==> src/rtl/jts16_snd_mailbox.sv <==
// jts16_snd_mailbox: sound-CPU end of the main-to-sound command channel.
// Captures the byte the main 8255 drives on port A when PC7 (snd_irqn) falls,
// raises the Z80 NMI, presents the byte on the latch I/O read and reports
// readiness back on PC6 (snd_ack).
//
// Ports:
//   clk, rstn  - system clock, asynchronous active-low reset
//   snd_latch  - command byte from main PPI port A
//   snd_irqn   - main PPI PC7, falling edge = new command
//   snd_ack    - to main PPI PC6, high = ready for a new command
//   latch_cs   - high while the Z80 reads the latch port (multi-cycle level)
//   dout       - byte to the Z80 data bus (8'hff when not reading)
//   nmi_n      - Z80 NMI, active low
//   overrun    - sticky, a command was lost
//
// Build option: define JTS16_SNDLATCH_FIFO_EN for a 4-entry command FIFO
// instead of the single-entry latch.
module jts16_snd_mailbox #(
  parameter int unsigned NMI_GAP = 2
) (
  input  logic       clk,
  input  logic       rstn,
  input  logic [7:0] snd_latch,
  input  logic       snd_irqn,
  output logic       snd_ack,
  input  logic       latch_cs,
  output logic [7:0] dout,
  output logic       nmi_n,
  output logic       overrun
);

  localparam int unsigned DW = 8;
  localparam int unsigned GW = 4;

  typedef enum logic [1:0] {ST_IDLE, ST_PEND, ST_READ, ST_GAP} state_t;

  state_t          state_q, state_d;
  logic [GW-1:0]   gap_q, gap_d;
  logic            irqn_q, cs_q;
  logic [DW-1:0]   dout_q;
  logic            nmi_q, ack_q, ovr_q;

  logic            cap_c, rend_c, rise_c, pop_c;
  logic            avail_c, drop_c, ack_d;
  logic [DW-1:0]   head_c;

  // Edge events against the once-registered inputs
  assign cap_c  = irqn_q & ~snd_irqn;
  assign rend_c = cs_q & ~latch_cs;
  assign rise_c = ~cs_q & latch_cs;
  // Only a read that the NMI handshake started may consume the head
  assign pop_c  = (state_q == ST_READ) & rend_c;

`ifdef JTS16_SNDLATCH_FIFO_EN
  localparam int unsigned DEPTH = 4;

  logic [DW-1:0] mem_q [DEPTH];
  logic [1:0]    wp_q, rp_q;
  logic [2:0]    cnt_q, cnt_d;
  logic          full_c, push_c;

  // A push while full is accepted only when a pop frees a slot in the same cycle
  assign full_c  = (cnt_q == 3'(DEPTH));
  assign push_c  = cap_c & (~full_c | pop_c);
  assign drop_c  = cap_c & full_c & ~pop_c;
  assign cnt_d   = cnt_q + 3'(push_c) - 3'(pop_c);
  assign avail_c = (cnt_q != 3'd0);
  assign head_c  = mem_q[rp_q];
  assign ack_d   = (cnt_d != 3'(DEPTH));

  // FIFO storage and pointers
  always_ff @(posedge clk or negedge rstn) begin
    if (!rstn) begin
      for (int i = 0; i < DEPTH; i++) mem_q[i] <= '0;
      wp_q  <= '0;
      rp_q  <= '0;
      cnt_q <= '0;
    end else begin
      if (push_c) begin
        mem_q[wp_q] <= snd_latch;
        wp_q        <= wp_q + 2'd1;
      end
      if (pop_c) rp_q <= rp_q + 2'd1;
      cnt_q <= cnt_d;
    end
  end
`else
  logic [DW-1:0] data_q;
  logic          pend_q, pend_d;

  // A capture alongside a pop refills the slot instead of overwriting it
  assign pend_d  = cap_c | (pend_q & ~pop_c);
  assign drop_c  = cap_c & pend_q & ~pop_c;
  assign avail_c = pend_q;
  assign head_c  = data_q;
  assign ack_d   = ~pend_d;

  // Single-entry latch
  always_ff @(posedge clk or negedge rstn) begin
    if (!rstn) begin
      data_q <= '0;
      pend_q <= 1'b0;
    end else begin
      if (cap_c) data_q <= snd_latch;
      pend_q <= pend_d;
    end
  end
`endif

  // NMI handshake next state
  always_comb begin
    state_d = state_q;
    gap_d   = gap_q;
    case (state_q)
      ST_IDLE: if (avail_c && gap_q == '0) state_d = ST_PEND;
      ST_PEND: if (rise_c) state_d = ST_READ;
      ST_READ: begin
        if (rend_c) begin
          state_d = ST_GAP;
          gap_d   = GW'(NMI_GAP);
        end
      end
      ST_GAP: begin
        // Leaving when the decremented count hits zero keeps nmi_n high NMI_GAP cycles
        gap_d = gap_q - GW'(1);
        if (gap_d == '0) state_d = avail_c ? ST_PEND : ST_IDLE;
      end
      default: state_d = ST_IDLE;
    endcase
  end

  // State, edge history and registered outputs
  always_ff @(posedge clk or negedge rstn) begin
    if (!rstn) begin
      state_q <= ST_IDLE;
      gap_q   <= '0;
      irqn_q  <= 1'b1;
      cs_q    <= 1'b0;
      dout_q  <= 8'hff;
      nmi_q   <= 1'b1;
      ack_q   <= 1'b1;
      ovr_q   <= 1'b0;
    end else begin
      state_q <= state_d;
      gap_q   <= gap_d;
      irqn_q  <= snd_irqn;
      cs_q    <= latch_cs;
      dout_q  <= (latch_cs && (state_q == ST_PEND || state_q == ST_READ)) ? head_c : 8'hff;
      nmi_q   <= ~(state_d == ST_PEND || state_d == ST_READ);
      ack_q   <= ack_d;
      ovr_q   <= ovr_q | drop_c;
    end
  end

  assign dout    = dout_q;
  assign nmi_n   = nmi_q;
  assign snd_ack = ack_q;
  assign overrun = ovr_q;

endmodule
==> config.mk <==
export PLATFORM = sky130hd
export DESIGN_NAME = jts16_snd_mailbox
export DESIGN_NICKNAME = d
export VERILOG_FILES = /design/src/rtl/jts16_snd_mailbox.sv
export SDC_FILE = /design/constraint.sdc
export NUM_CORES = 1
export LEC_CHECK = 0
export ABC_CLOCK_PERIOD_IN_PS = 1900
export CAP_MARGIN = 10
export CORE_ASPECT_RATIO = 1.75
export CORE_MARGIN = 2
export CORE_UTILIZATION = 50
export DETAILED_ROUTE_END_ITERATION = 16
export GPL_TIMING_DRIVEN = 0
export PLACE_DENSITY = 0.81
export SLEW_MARGIN = 20
export SYNTH_ARGS = -nofsm -noshare
export SYNTH_HDL_FRONTEND = slang
export SYNTH_SLANG_ARGS = --single-unit
==> constraint.sdc <==
create_clock -name clk -period 1.9 [get_ports clk]
set_input_delay 0.285 -clock clk [delete_from_list [all_inputs] [get_ports clk]]
set_output_delay 0.285 -clock clk [all_outputs]
set_load 0.02 [all_outputs]
After elaboration in Yosys (flattened, before gate mapping)

Index checks and enable logic that the tools add are counted.

Word-level logic and storage cells: 50
Register bits: 28
Input port bits: 12
Output and inout port bits: 11

Add/subtract/negate cells: 1
Eq/ne operators: 6
Bitwise operators: 15
Reduce and logical (&&, ||, !) cells: 9
Mux-type cells: 9

Operators with widths:

| operator            | count |
|---|---|
| $logic_not 4->1     | 2 |
| $mux 2              | 4 |
| $mux 8              | 1 |
| $pmux 2 s4          | 1 |
| $pmux 4 s2          | 1 |
| $and 1x1->1         | 7 |
| $eq 2x2->1 const B  | 3 |
| $not 1->1           | 6 |
| $eq 2x1->1 const B  | 2 |
| $mux 4              | 1 |
| $sub 4x1->4 const B | 1 |
| $logic_and 1x1->1   | 2 |
| $logic_not 2->1     | 1 |
| $logic_or 1x1->1    | 2 |
| $ne 2x2->1 const B  | 1 |
| $or 1x1->1          | 2 |
| $reduce_and 2->1    | 1 |
| $reduce_bool 2->1   | 1 |
| $mux 1              | 1 |

Longest topological paths before layout

Depth after elaboration: 7
Gate-level depth with buffers: 7
Depth with buffers taken out: 7

Worst setup path after synthesis

Ideal clock, no wire load.

Path type: register to register
Start point: register gap_q[0]
End point: register nmi_q (netlist: nmi_n)
Clock period less this slack: 1642 ps
Data arrival time: 1566 ps
Library setup time: 75 ps
Data required time: 1825 ps
Cell stages (with the launch flop): 8
Path slack: 258 ps
Buffers on the path: 0
Path through: dfrtp_1 -> inv_1 -> ha_1 -> nor2_1 -> a21oi_1 -> o21a_1 -> o311a_2 -> xnor2_1

Cells in the longest elaborated chain, start to end: 7
Elaborated cells on any way between the ends: 11
Those cells by class: 1 x add/sub; 2 x eq/ne; 3 x mux; 1 x bitwise; 4 x reduce/logical

Ends and longest elaborated chain:

| element                                                     | RTL line | source |
|---|---|---|
| from (decl)                                                 | 38       | `logic [GW-1:0] gap_q, gap_d;` |
| from (signal assigned)                                      | 145      | `gap_q <= gap_d;` |
| $sub 4x1->4 / $logic_not 4->1 (equally long branches)       | 125, 115 |  |
| $logic_not 4->1 / $logic_and 1x1->1 (equally long branches) | 126, 115 |  |
| $mux 2 (on tied branches)                                   | 126, 115 |  |
| $pmux 2 s4 (*)                                              | 114      | `case (state_q)` |
| via state_d[0]                                              | 37       | `state_t state_q, state_d;` |
| $eq 2x1->1 / $eq 2x2->1 (equally long branches)             | 149      | `nmi_q <= ~(state_d == ST_PEND \|\| state_d == ST_READ);` |
| $logic_or 1x1->1 (*)                                        | 149      |  |
| $not 1->1 (*)                                               | 149      |  |
| to (signal assigned)                                        | 149      |  |
| to (decl)                                                   | 41       | `logic nmi_q, ack_q, ovr_q;` |

Mark *: on every way through the listed nets, which the timed path passes. The rest lies on a longest branch.
A chain may end at the register's enable or synchronous reset.

Final worst setup path

Start point: register gap_q[1]
End point: register nmi_q (netlist: nmi_n)

The elaborated chain is that of the path after synthesis.

==> impl_metrics.csv <==
group,metric,value,unit
outcome,status,"completed",
timing,fin_crit,1.79,ns
yosys,synth-seq-cells,28,
critical_path,crit_path_start_kind,"flip-flop",
clock_tree,cts_buffers,3,
clock_tree,cts_sinks,28,
detailed_routing,detail_route.first_pass.iterations,4,
floorplan,start_util,51.2,%
yosys,ys_types,34,
grt,grt_overflow,0,
power_and_ir_drop,ir_drop,888,uV
floorplan,die_x,41.7,um
run,drv_cap,0,
floorplan,die-area,2920,um2
clock_tree,cts_tree,"yes",
finish,antenna_cells,0,
yosys,syn_area_per_cell,12.5,um2
power_and_ir_drop,power_density,735,nW/um2
clock_tree,cts_buffer_depth,2,
critical_path,reg2reg_to,"nmi_n",
timing,worst_pin_slew,0.599,ns
floorplan,ios,23,
clock_tree,path_clk_slew,0.09,ns
grt,grt_use_total,18.7,%
finish,drive_gt1_share,33.1,%
finish,final_cells,153,
finish,fin_nets,147,
detailed_routing,totalWireLength,2.38,mm
timing,fin_setup_tns,0,ns
timing,hold_viol_final,0,
timing,setup_violations,0,
timing,slew_violations,0,
yosys,synthesis.nets,119,
grt,antenna_found_initial,0,
worst_hold_path,worst_hold_path_type,"in -> async",
detailed_routing,vias,851,
floorplan,rows,24,
clock_tree,clock_latency,0.28,ns
yosys,yosysSeqAreaShare,57.3,%
placement,hpwl,1.81,mm
yosys,netlist_area,1250,um2
timing,fmax,559,MHz
power_and_ir_drop,p_leak,0.000638,uW
timing,rsz0062_at_grt,"no",
critical_path,r2r_start,"gap_q[1]",
finish,final_common_cell,"clkdlybuf4s50_1",
timing,maxSlewHeadroom,60.1,%
grt,grt_pass1_vias,948,
floorplan,die_h,70.0,um
placement,port_buffers,22,
critical_path,path_class,"reg -> reg",
grt,grt_max_degree,29,
clock_tree,htreeDepth,1,
detailed_routing,postRouteAntennaNets,0,
critical_path,crit_arrival,1.99,ns
timing,clock_skew,0.00292,ns
critical_path,reg2regPathDepth,7,
critical_path,end_kind,"flip-flop",
yosys,yosys_warnings,0,
clock_tree,cts_root_buf,"clkbuf_8",
detailed_routing,drt_iter0_drc,23,
finish,layout_common_cells,"clkdlybuf4s50_1, dfrtp_1, dfstp_2",
critical_path,r2r_slack,0.11,ns
detailed_routing,wl_per_cell,15.6,um
finish,area_growth,27.5,%
detailed_routing,vias_per_cell,5.56,
timing,min_period_over_period,94.2,%
placement,gp_congestion,0.864,
detailed_routing,drc_errors,0,
yosys,netlist_instances,100,
critical_path,critPathRequiredTime,2.10,ns
placement,dp_cells,148,
critical_path,cp_max_fo,4,
floorplan,core_area,2430,um2
finish,final_core_util,65.3,%
grt,grt_pass1_wl,4.10,mm
==> stage by stage <==
step | power, uW | instance area, um2 | setup slack, ns | hold WS (ns)
2_1_floorplan | 674 | 1250 | 0.258 | -0.0106
3_3_place_gp | 712 | 1500 | 0.0161 | 0.443
3_5_place_dp | 718 | 1490 | -0.0191 | 0.322
4_1_cts | 1180 | 1570 | 0.0580 | 0.0127
5_1_grt | 1210 | 1590 | 0.0225 | 0.0521
6_report | 1170 | 1590 | 0.111 | 0.00237
==> final cells by class <==
type / count / area, um2
Inverter: 6 / 22.5
Buffer: 1 / 3.75
Clock buffer: 3 / 41.3
Fill cell: 181 / 843
Tap cell: 26 / 32.5
Multi-Input combinational cell: 65 / 522
Clock inverter: 1 / 30.0
Timing Repair Buffer: 23 / 223
Sequential cell: 28 / 714
==> report_power, final <==
part / switching (uW) / leakage, uW / internal [uW] / total [uW]
clock: 180 / 0.0000357 / 282 / 463
combinational: 26.7 / 0.000285 / 41.5 / 68.2
sequential: 12.6 / 0.000317 / 625 / 637
total: 220 / 0.000638 / 948 / 1170
==> state kept, by name, indices dropped and copies added, names as in the netlist <==
name and flops:
dout 8, overrun 1, snd_ack 1, irqn_q 1, cs_q 1, state_q 2, avail_c 1, data_q 8
gap_q 4, nmi_n 1
==> synthesized netlist by cell type <==
library cell	count	area (um2)
mux2i_1	2	20.0
nor3_1	1	5.00
a21boi_0	1	7.51
o21ba_2	1	10.0
or2b_1	1	7.51
a32oi_1	2	17.5
inv_1	6	22.5
a221o_2	1	11.3
nand2_1	8	30.0
mux2_2	8	90.1
dfstp_2	11	289
nor2b_1	2	12.5
nor2_1	3	11.3
or2_1	1	6.26
a31o_2	1	8.76
dfrtp_1	17	425
o311a_2	1	11.3
o211ai_1	1	7.51
o31a_2	1	10.0
a22o_1	1	8.76
a22o_2	1	10.0
a211oi_1	1	7.51
or2_2	8	50.1
clkbuf_1	1	3.75
and2_1	1	6.26
xnor2_1	1	8.76
a31oi_1	1	6.26
o21a_1	1	7.51
nand4_1	1	6.26
nand2b_1	2	12.5
a21o_1	1	7.51
o21ai_0	3	15.0
a21oi_1	1	5.00
ha_1	7	87.6
==> cells by family after synthesis <==
group	Yosys count	synth area share, %
buffers and inverters	7	2.11
AOI/OAI and AO/OA	19	12.1
xor gates and xnor gates	1	0.703
muxes	10	8.84
DFF	28	57.3
adders and majority gates	7	7.03
and+or+nand+nor	28	11.8
==> metal layers <==
metal	global-route usage [%]	part of all wire (%)	wire, um	up-vias
li1	-	-	-	401
met5	0	0	0	-
met3	4.39	3.9	93	4
met2	36.1	60	1420	15
met4	7.53	1.7	41	0
met1	17.8	35	823	431
==> what timing repair did <==
item                                    CTS  global route
gates resized for setup                   0             3
hold buffers                              0             0
endpoints found under the setup margin    1             1
buffers inserted                          1             0
==> critical path, cell delays in order (launching register included) <==
cell and delay [ns]:
dfrtp_1 0.40, inv_1 0.12, ha_2 0.23, and2_1 0.13, a21oi_1 0.05, o21a_1 0.21
a221o_2 0.39, xnor2_2 0.18
==> worst max path at each step <==
stage                     startpoint  endpoint  cells after the start
final                       gap_q[1]     nmi_n                      7
after detailed placement    latch_cs  gap_q[2]                      5
after global routing        gap_q[1]     nmi_n                      7
after floorplan             gap_q[0]     nmi_n                      7
after CTS                   gap_q[1]     nmi_n                      7
after global placement      latch_cs  gap_q[2]                      5
Note: power is estimated with default switching activity, not from simulation.
